### config.mk
export PLATFORM = sky130hd
export DESIGN_NAME = cpu_debug_ctrl
export DESIGN_NICKNAME = d
export VERILOG_FILES = /design/src/rtl/cpu_debug_ctrl_pkg.sv /design/src/rtl/cpu_debug_ctrl_trace_buf.sv /design/src/rtl/cpu_debug_ctrl.sv
export SDC_FILE = /design/constraint.sdc
export NUM_CORES = 2
export LEC_CHECK = 0
export CAP_MARGIN = 20
export CORE_MARGIN = 5
export CORE_UTILIZATION = 40
export DETAILED_ROUTE_END_ITERATION = 12
export PLACE_DENSITY = 0.6
export RECOVER_POWER = 25
export SYNTH_ARGS = -nofsm -noshare
export SYNTH_HDL_FRONTEND = slang
export SYNTH_SLANG_ARGS = --single-unit
### constraint.sdc
create_clock -name i_clk -period 37.1 [get_ports i_clk]
set_input_delay 7.42 -clock i_clk [delete_from_list [all_inputs] [get_ports i_clk]]
set_output_delay 7.42 -clock i_clk [all_outputs]
set_load 0.02 [all_outputs]
### src/rtl/cpu_debug_ctrl_pkg.sv
// Opcode and FSM state encodings shared by the run-control unit and its bench.
package cpu_debug_ctrl_pkg;

  typedef enum logic [2:0] {
    OP_NOP       = 3'd0,
    OP_HALT      = 3'd1,
    OP_STEP      = 3'd2,
    OP_RUN_N     = 3'd3,
    OP_RUN_FREE  = 3'd4,
    OP_SET_BP    = 3'd5,
    OP_CLR_TRACE = 3'd6,
    OP_RUN_BP    = 3'd7
  } dbg_op_e;

  typedef enum logic [2:0] {
    ST_HALT     = 3'd0,
    ST_STEP     = 3'd1,
    ST_RUN_N    = 3'd2,
    ST_RUN_FREE = 3'd3,
    ST_RUN_BP   = 3'd4
  } dbg_state_e;

  function automatic logic is_run_op(input dbg_op_e op);
    return (op == OP_STEP) || (op == OP_RUN_N) || (op == OP_RUN_FREE) || (op == OP_RUN_BP);
  endfunction

endpackage

### src/rtl/cpu_debug_ctrl_trace_buf.sv
// Circular trace store: write pointer, saturating entry count, sticky wrap flag,
// and a combinational read indexed from the oldest valid entry.
module cpu_debug_ctrl_trace_buf
  import cpu_debug_ctrl_pkg::*;
#(
  parameter int W     = 160,
  parameter int DEPTH = 16,
  parameter int AW    = $clog2(DEPTH)
) (
  input  logic          i_clk,
  input  logic          i_rst_n,
  input  logic          i_clr,
  input  logic          i_wr_en,
  input  logic [W-1:0]  i_wr_data,
  input  logic [AW-1:0] i_rd_idx,
  output logic [W-1:0]  o_rd_data,
  output logic [AW:0]   o_count,
  output logic          o_wrapped
);

  localparam logic [AW:0] FULL = (AW+1)'(DEPTH);

  logic [W-1:0]  r_mem [DEPTH];
  logic [AW-1:0] r_wr_ptr;
  logic [AW:0]   r_count;
  logic          r_wrapped;
  logic [AW-1:0] w_rd_addr;
  logic          w_rd_valid;

  always_ff @(posedge i_clk or negedge i_rst_n) begin
    if (!i_rst_n) begin
      r_wr_ptr  <= '0;
      r_count   <= '0;
      r_wrapped <= 1'b0;
    end else if (i_clr) begin
      r_wr_ptr  <= '0;
      r_count   <= '0;
      r_wrapped <= 1'b0;
    end else if (i_wr_en) begin
      r_wr_ptr <= r_wr_ptr + 1'b1;
      if (r_count == FULL) r_wrapped <= 1'b1;
      else                 r_count   <= r_count + 1'b1;
    end
  end

  // Contents need no reset: reads beyond the valid count are forced to zero.
  always_ff @(posedge i_clk) begin
    if (i_wr_en && !i_clr) r_mem[r_wr_ptr] <= i_wr_data;
  end

  // When full, the low count bits are zero and the oldest entry sits at the write pointer.
  assign w_rd_addr  = r_wr_ptr - r_count[AW-1:0] + i_rd_idx;
  assign w_rd_valid = ({1'b0, i_rd_idx} < r_count);
  assign o_rd_data  = w_rd_valid ? r_mem[w_rd_addr] : '0;
  assign o_count    = r_count;
  assign o_wrapped  = r_wrapped;

endmodule

### src/rtl/cpu_debug_ctrl.sv
// Run-control (clock-enable) FSM for the debug CPU with breakpoint compare and trace capture.
//   state       | meaning
//   ST_HALT     | CPU frozen, commands accepted
//   ST_STEP     | one enabled cycle, then halt
//   ST_RUN_N    | enabled while step counter counts down to zero
//   ST_RUN_FREE | enabled until a HALT command
//   ST_RUN_BP   | enabled until pc_in matches the breakpoint
module cpu_debug_ctrl
  import cpu_debug_ctrl_pkg::*;
#(
  parameter int PW     = 32,
  parameter int NPROBE = 4,
  parameter int DEPTH  = 16,
  parameter int CNTW   = 16
) (
  input  logic                       i_clk,
  input  logic                       i_rst_n,
  input  logic                       i_cmd_valid,
  output logic                       o_cmd_ready,
  input  logic [2:0]                 i_cmd_op,
  input  logic [PW-1:0]              i_cmd_arg,
  output logic                       o_cpu_ce,
  input  logic [PW-1:0]              i_pc_in,
  input  logic [NPROBE*PW-1:0]       i_probe_in,
  output logic                       o_halted,
  output logic                       o_bp_hit,
  input  logic [$clog2(DEPTH)-1:0]   i_trace_rd_idx,
  output logic [(NPROBE+1)*PW-1:0]   o_trace_rd_data,
  output logic [$clog2(DEPTH):0]     o_trace_count,
  output logic                       o_trace_wrapped
);

  localparam int AW = $clog2(DEPTH);
  localparam int EW = (NPROBE + 1) * PW;

  dbg_state_e    r_state, w_state_nxt;
  logic [CNTW-1:0] r_cnt, w_cnt_nxt;
  logic [PW-1:0] r_bp_addr;
  logic          r_bp_hit, w_bp_hit_nxt;
  logic          w_ce;
  logic          w_bp_match;
  logic          w_clr;
  dbg_op_e       w_op;

  assign w_op       = dbg_op_e'(i_cmd_op);
  assign w_bp_match = (i_pc_in == r_bp_addr);
  assign w_clr      = i_cmd_valid && (w_op == OP_CLR_TRACE);

  always_ff @(posedge i_clk or negedge i_rst_n) begin
    if (!i_rst_n) begin
      r_state  <= ST_HALT;
      r_cnt    <= '0;
      r_bp_hit <= 1'b0;
    end else begin
      r_state  <= w_state_nxt;
      r_cnt    <= w_cnt_nxt;
      r_bp_hit <= w_bp_hit_nxt;
    end
  end

  // The breakpoint compare always sees the value held before any SET_BP in the same cycle.
  always_ff @(posedge i_clk or negedge i_rst_n) begin
    if (!i_rst_n)                                   r_bp_addr <= '0;
    else if (i_cmd_valid && (w_op == OP_SET_BP))    r_bp_addr <= i_cmd_arg;
  end

  always_comb begin
    w_state_nxt  = r_state;
    w_cnt_nxt    = r_cnt;
    w_bp_hit_nxt = r_bp_hit;
    w_ce         = 1'b0;
    case (r_state)
      ST_HALT: begin
        if (i_cmd_valid) begin
          if (is_run_op(w_op)) w_bp_hit_nxt = 1'b0;
          case (w_op)
            OP_STEP:     w_state_nxt = ST_STEP;
            OP_RUN_FREE: w_state_nxt = ST_RUN_FREE;
            OP_RUN_BP:   w_state_nxt = ST_RUN_BP;
            OP_RUN_N: begin
              if (i_cmd_arg[CNTW-1:0] != '0) begin
                w_state_nxt = ST_RUN_N;
                w_cnt_nxt   = i_cmd_arg[CNTW-1:0];
              end
            end
            default: ;
          endcase
        end
      end
      ST_STEP: begin
        w_ce        = 1'b1;
        w_state_nxt = ST_HALT;
      end
      ST_RUN_N: begin
        w_ce      = 1'b1;
        w_cnt_nxt = r_cnt - 1'b1;
        if (r_cnt == CNTW'(1)) w_state_nxt = ST_HALT;
      end
      ST_RUN_FREE: w_ce = 1'b1;
      ST_RUN_BP: begin
        // A matching pc is never executed: enable is withheld in the match cycle.
        if (w_bp_match) begin
          w_state_nxt  = ST_HALT;
          w_bp_hit_nxt = 1'b1;
        end else begin
          w_ce = 1'b1;
        end
      end
      default: w_state_nxt = ST_HALT;
    endcase
    if ((r_state != ST_HALT) && i_cmd_valid && (w_op == OP_HALT)) w_state_nxt = ST_HALT;
  end

  cpu_debug_ctrl_trace_buf #(
    .W     (EW),
    .DEPTH (DEPTH),
    .AW    (AW)
  ) u_trace_buf (
    .i_clk     (i_clk),
    .i_rst_n   (i_rst_n),
    .i_clr     (w_clr),
    .i_wr_en   (w_ce),
    .i_wr_data ({i_pc_in, i_probe_in}),
    .i_rd_idx  (i_trace_rd_idx),
    .o_rd_data (o_trace_rd_data),
    .o_count   (o_trace_count),
    .o_wrapped (o_trace_wrapped)
  );

  assign o_cmd_ready = 1'b1;
  assign o_cpu_ce    = w_ce;
  assign o_halted    = (r_state == ST_HALT);
  assign o_bp_hit    = r_bp_hit;

endmodule

Word level (Yosys, flattened, before mapping)
Memories as Yosys holds them, arrays and structs flattened.
Index checks and enable logic that the tools add are counted.

storage, ports and cells
  bits in registers = 62
  RAM bits = 2,560
  input bits = 202
  output and inout port bits = 170
  memories = 1

operators by class
  $add $sub $neg = 5
  $lt $le $gt $ge = 1
  equal/unequal tests = 26
  muxes and demuxes = 28
  reduce and logical (&&, ||, !) cells = 22

memories
  memory             words  bits a word  rd ports  clocked after Yosys merged registers in  write ports  line                            source
  u_trace_buf.r_mem  16     160          1         0                                        1            cpu_debug_ctrl_trace_buf.sv:23  logic [W-1:0] r_mem [DEPTH];

operators with widths
  operator                                                                  count
  160-bit 2-to-1 mux                                                        1
  16-bit 2-to-1 mux                                                         3
  32-bit == test                                                            1
  16-bit case mux with 2 select lines                                       1
  3-bit case mux with 4 select lines                                        2
  16-bit by 1-bit == test with 1-bit output (second input constant)         1
  16-bit nonzero test                                                       1
  16-bit by 1-bit subtractor with 16-bit output (second input constant)     1
  3-bit == test (second input constant)                                     5
  3-bit 2-to-1 mux                                                          5
  5-bit 2-to-1 mux                                                          3
  3-bit by 2-bit == test with 1-bit output (second input constant)          4
  1-bit 2-to-1 mux                                                          9
  4-bit 2-to-1 mux                                                          2
  2-bit by 1-bit inequality test with 1-bit output (second input constant)  4
  4-bit AND reduction                                                       2
  2-bit nonzero test                                                        4
  3-bit by 1-bit == test with 1-bit output (second input constant)          2
  2-bit inequality test (second input constant)                             3
  3-bit inequality test (second input constant)                             2
  6-bit by 1-bit inequality test with 1-bit output (second input constant)  1
  6-bit AND reduction                                                       1
  5-bit by 1-bit adder with 5-bit output (second input constant)            1
  5-bit == test (second input constant)                                     1
  other kinds (14)                                                          22

Logic depth before layout (Yosys ltp)
  word-level depth = 7
  gate-level depth with buffers = 12

By module
A second synthesis with hierarchy kept.

unflattened totals
  cell total of the unflattened synthesis = 4,109
  area total of the unflattened synthesis = 101,075.7 µm²

by module, submodules not included
  module                    times used  cells each  area an instance (µm²)  seq. area each (µm²)
  cpu_debug_ctrl_trace_buf  1           3,836       98,219.2                77,124.0
  cpu_debug_ctrl            1           273         2,856.5                 1,301.2

Least setup slack after synthesis
OpenSTA, ideal clock, no wires.

  path kind = input to register
  start point = input i_pc_in[15]
  end point = memory u_trace_buf.r_mem[1][0], enable pin
  library setup time = 1.075 ns
  arrival = 23.610 ns
  required time = 36.025 ns
  setup slack = 12.416 ns
  cell stages on the path = 7
  path through = xor2_1 > nor4_1 > nand4_1 > o21ai_2 > a21oi_1 > clkbuf_1 > nor4bb_1

on the way
  word-level cells in the longest chain between the ends = 6

RTL lines
  item                                    line                            source
  from (decl)                             cpu_debug_ctrl.sv:23            input logic [PW-1:0] i_pc_in,
  32-bit == test                          cpu_debug_ctrl.sv:46            assign w_bp_match = (i_pc_in == r_bp_addr);
  1-bit 2-to-1 mux                        cpu_debug_ctrl.sv:102           if (w_bp_match) begin
  1-bit case mux with 2 select lines      cpu_debug_ctrl.sv:72            case (r_state)
  1-bit logical AND                       cpu_debug_ctrl_trace_buf.sv:48  if (i_wr_en && !i_clr) r_mem[r_wr_ptr] <= i_wr_data;
  1-bit 2-to-1 mux                        cpu_debug_ctrl_trace_buf.sv:48
  1-bit 2-to-1 mux (implied by the code)  cpu_debug_ctrl_trace_buf.sv:48
  to (decl)                               cpu_debug_ctrl_trace_buf.sv:23

No other way between the ends.

Final worst setup path
  start point = input i_trace_rd_idx[1]
  end point = output o_trace_rd_data[68]

on the way
  word-level cells in the longest chain between the ends = 3
  elaborated cells between the ends (all ways) = 4
  those cells by class = add/sub: 1; order compare: 1; mux: 1; memory: 1

RTL lines
  item                    line                            source
  from (decl)             cpu_debug_ctrl.sv:27            input logic [$clog2(DEPTH)-1:0] i_trace_rd_idx,
  4-bit adder             cpu_debug_ctrl_trace_buf.sv:52  assign w_rd_addr = r_wr_ptr - r_count[AW-1:0] + i_rd_idx;
  memory 16 x 160 bit     -
  160-bit 2-to-1 mux (*)  cpu_debug_ctrl_trace_buf.sv:54  assign o_rd_data = w_rd_valid ? r_mem[w_rd_addr] : '0;
  to (decl)               cpu_debug_ctrl.sv:28            output logic [(NPROBE+1)*PW-1:0] o_trace_rd_data,

Every way passes the cells marked *; elsewhere a longest branch is shown, timed or not.

==> metrics.csv <==
stage;metric;value;unit
logic_synthesis;Yosys cell types;62;
floorplanning;Core Region;252000;um2
logic_synthesis;sequential element share of the synthesized area;77.4;%
logic_synthesis;#FFs+latches synth;2622;
placement;Final GP Congestion;0.769;
routing;vias;48148;
final_layout;share of cells above drive strength 1;22.4;%
cts;clk_lat worst skew;0.91;ns
final_layout;Layout Area Growth over Synthesis;16.5;%
timing;worst slew pin tran;3.55;ns
routing;1st-pass router iterations;7;
final_layout;NumNets Final;5212;
timing;FMAX;0.0459;GHz
timing;headroom to the max-slew limit;-137;%
timing;Clock Skews;0.0665;ns
final_layout;Non-Filler Instances;8562;
worst_setup_path;Critical Path AT;14.38;ns
cts;hold bufs inserted after CTS;0;
logic_synthesis;simple-gate share of the synthesized area;1.76;%
final_layout;final core utilization;46.9;%
placement;port bufs;370;
worst_hold_path;Hold EP;u_trace_buf.o_wrapped$_DFFE_PN0P_;
floorplanning;die width;513;um
global_route;first-pass GRT wire length;353000;um
worst_setup_path;nature of the critical path endpoint;output pin;
worst_setup_path;Critical R2R Capture;u_trace_buf.r_mem[2][93]$_DFFE_PP_;
timing;fin. max-slew vios;63;
cts;Max Buffers Root-to-Sink;4;
cts;TritonCTS clock tree;yes;
floorplanning;Initial Util;40.3;%
worst_setup_path;CP Launch Point;i_trace_rd_idx[1];
global_route;number of global-route vias before repair;50058;
routing;WL/cell;28.5;um
placement;Final HPWL DP;122000;um
run_status;status;complete, but fails checks;
routing;final antenna-violating net count;0;
floorplanning;FP Rows;184;
global_route;grt ovf;0;
logic_synthesis;yosys warns;0;
global_route;initial antenna violation count;65;
logic_synthesis;syn_nets;4713;
timing;RSZ-0062 raised after global routing;no;
logic_synthesis;share of flip-flops with an asynchronous set or reset;2.36;%
logic_synthesis;mux share of post-synthesis cell area;16.2;%
worst_setup_path;CP max FO;69;
run_status;failing checks;capacitance limit, slew limit;
worst_setup_path;worst r2r src;r_state[2]$_DFFE_PN0P_;
logic_synthesis;Post-synth top flop;edfxtp_1;
run;max_cap viols;1;
logic_synthesis;post-synthesis adder-cell area fraction;0.245;%
timing;Tmin final;21.80;ns
logic_synthesis;largest family of logic cells by synthesized area;multiplexers;
floorplanning;Die H;513;um
logic_synthesis;number of flops mapped to enable cells by yosys;2560;
cts;post-CTS sizing;0;
placement;Cells after DPL;8042;
logic_synthesis;Mapped Area;101000;um2
routing;routed vias/inst;5.62;
timing;Final period util;58.8;%
cts;Root Buffer;clkbuf_16;
worst_setup_path;CP required;29.68;ns
cts;total CTS buffers;294;
floorplanning;io pins;372;
logic_synthesis;xor/xnor share of the synthesized area;0.320;%
logic_synthesis;Mapped Cells;4493;
timing;Final Hold Viols;0;
timing;Setup violations, final;0;
logic_synthesis;Synth Area in Compound Gates;2.86;%
global_route;largest net degree at the start of global routing;155;
worst_setup_path;R2R Setup Slk;31.88;ns
cts;post-CTS setup buffer count;0;
routing;DRT Wirelength;244000;um
worst_hold_path;Hold Startpoint;u_trace_buf.o_wrapped$_DFFE_PN0P_;
worst_setup_path;Register-to-Register Path Depth;8;
timing;setup TNS;0;ns
worst_setup_path;startpoint types;input pin;
routing;initial drt markers;4048;
logic_synthesis;Syn Area/Cell;22.6;um2
worst_hold_path;Hold Path Cell Cnt;1;
routing;DRC Markers;0;
cts;htree depth;5;
cts;clock sinks;2622;
cts;CTS clk-pin slew, worst paths;0.06;ns
global_route;Total GRT Usage;18.3;%
worst_hold_path;Worst Hold Class;flop to flop;
worst_setup_path;Worst Setup Path Type;input pin to output pin;
floorplanning;DIE AREA;263000;um2
## metrics by stage
| stage | hold WS, ns | setup slack [ns] | cell area, um2 |
|---|---|---|---|
| 3_5_place_dp | 0.497 | 15.25 | 109000 |
| 2_1_floorplan | 0.460 | 12.42 | 101000 |
| 4_1_cts | 0.509 | 15.26 | 118000 |
| 6_report | 0.506 | 15.30 | 118000 |
| 5_1_grt | 0.535 | 14.97 | 118000 |
| 3_3_place_gp | 0.482 | 15.14 | 109000 |
## final cells by class
type | count | area (um2)
clock buffer | 367 | 7740
antenna | 25 | 62.6
sequential | 2622 | 78400
tap | 3348 | 4190
clock inverter | 126 | 1050
multi-input combinational | 1588 | 21800
fill | 20564 | 134000
timing repair buffer | 466 | 4640
inverter | 20 | 75.1
## flip-flops by register name, indices dropped and copies added, names as in the netlist
register,cells
u_trace_buf.o_wrapped,1
u_trace_buf.r_wr_ptr,4
u_trace_buf.r_mem,2560
o_bp_hit,1
r_cnt,16
u_trace_buf.o_count,5
r_state,3
r_bp_addr,32
## cell families after synthesis
logic type | after synthesis
XOR/XNOR | 37
adder cells (fa/ha/maj) | 18
AND/OR/NAND/NOR | 299
buffers and inverters | 283
other | 1
flip-flops | 2622
AO/OA/AOI/OAI | 396
multiplexers | 837
## Yosys cell counts, types with 4 or more instances
cell	count	area [um2]
ha_1	15	188
inv_1	20	75.1
a21o_1	4	30.0
nor2b_1	162	1010
nand3_1	16	80.1
clkbuf_1	135	507
o21ai_0	11	55.1
nor3_1	12	60.1
and4_1	9	78.8
nor4_1	14	87.6
mux2_2	34	383
o211ai_1	5	37.5
dfrtp_1	62	1550
nand2_1	30	113
a21oi_1	22	110
o21ai_1	4	20.0
mux2i_1	163	1630
buf_1	18	67.6
nor2_1	28	105
and4b_1	4	40.0
a211oi_1	324	2430
edfxtp_1	2560	76900
buf_2	107	536
mux4_2	640	14400
xor2_1	35	307
nor4bb_1	5	50.1
## critical path, cell delays in order
cell and delay, ns:
clkdlybuf4s50_1 0.49, inv_1 0.07, fa_1 0.53, inv_1 0.06, fa_4 1.26, buf_4 0.77
buf_4 0.90, buf_4 0.91, mux4_2 0.36, nor2b_1 0.15, a211oi_1 0.07, a211oi_1 0.48
clkdlybuf4s50_1 0.71
## layout by cell type (no fill, tap or decap), types with 25 or more instances in the layout
| cell | n |
|---|---|
| mux4_2 | 640 |
| dfrtp_1 | 62 |
| buf_4 | 78 |
| mux2_2 | 34 |
| nand2_1 | 30 |
| diode_2 | 25 |
| xor2_1 | 34 |
| clkinv_1 | 62 |
| mux2i_1 | 163 |
| dlygate4sd3_1 | 96 |
| a211oi_1 | 324 |
| nor2_1 | 27 |
| clkbuf_16 | 298 |
| nor2b_1 | 162 |
| clkbuf_1 | 68 |
| edfxtp_1 | 2560 |
| clkinv_2 | 27 |
| clkdlybuf4s50_1 | 273 |
## worst max path at each step
| stage | depth (start not counted) | to |
|---|---|---|
| final | 13 | o_trace_rd_data[68] |
| after detailed placement | 13 | o_trace_rd_data[68] |
| after CTS | 13 | o_trace_rd_data[68] |
| after global placement | 13 | o_trace_rd_data[68] |
| after global routing | 13 | o_trace_rd_data[68] |
| after floorplan | 7 | u_trace_buf.r_mem[1][0]$_DFFE_PP_ |
## metal layers
layer	routed length, um	share of wire [%]	vias up	track usage, %
met5	195	0.080	-	0
met4	7060	2.9	32	5.32
met3	12800	5.2	472	3.48
met2	122000	50	1346	30.6
met1	102000	42	26128	24.5
li1	-	-	20170	-
Power is not shown: default switching activity piles up to over one toggle a cycle in this logic, so the estimate is an artifact.
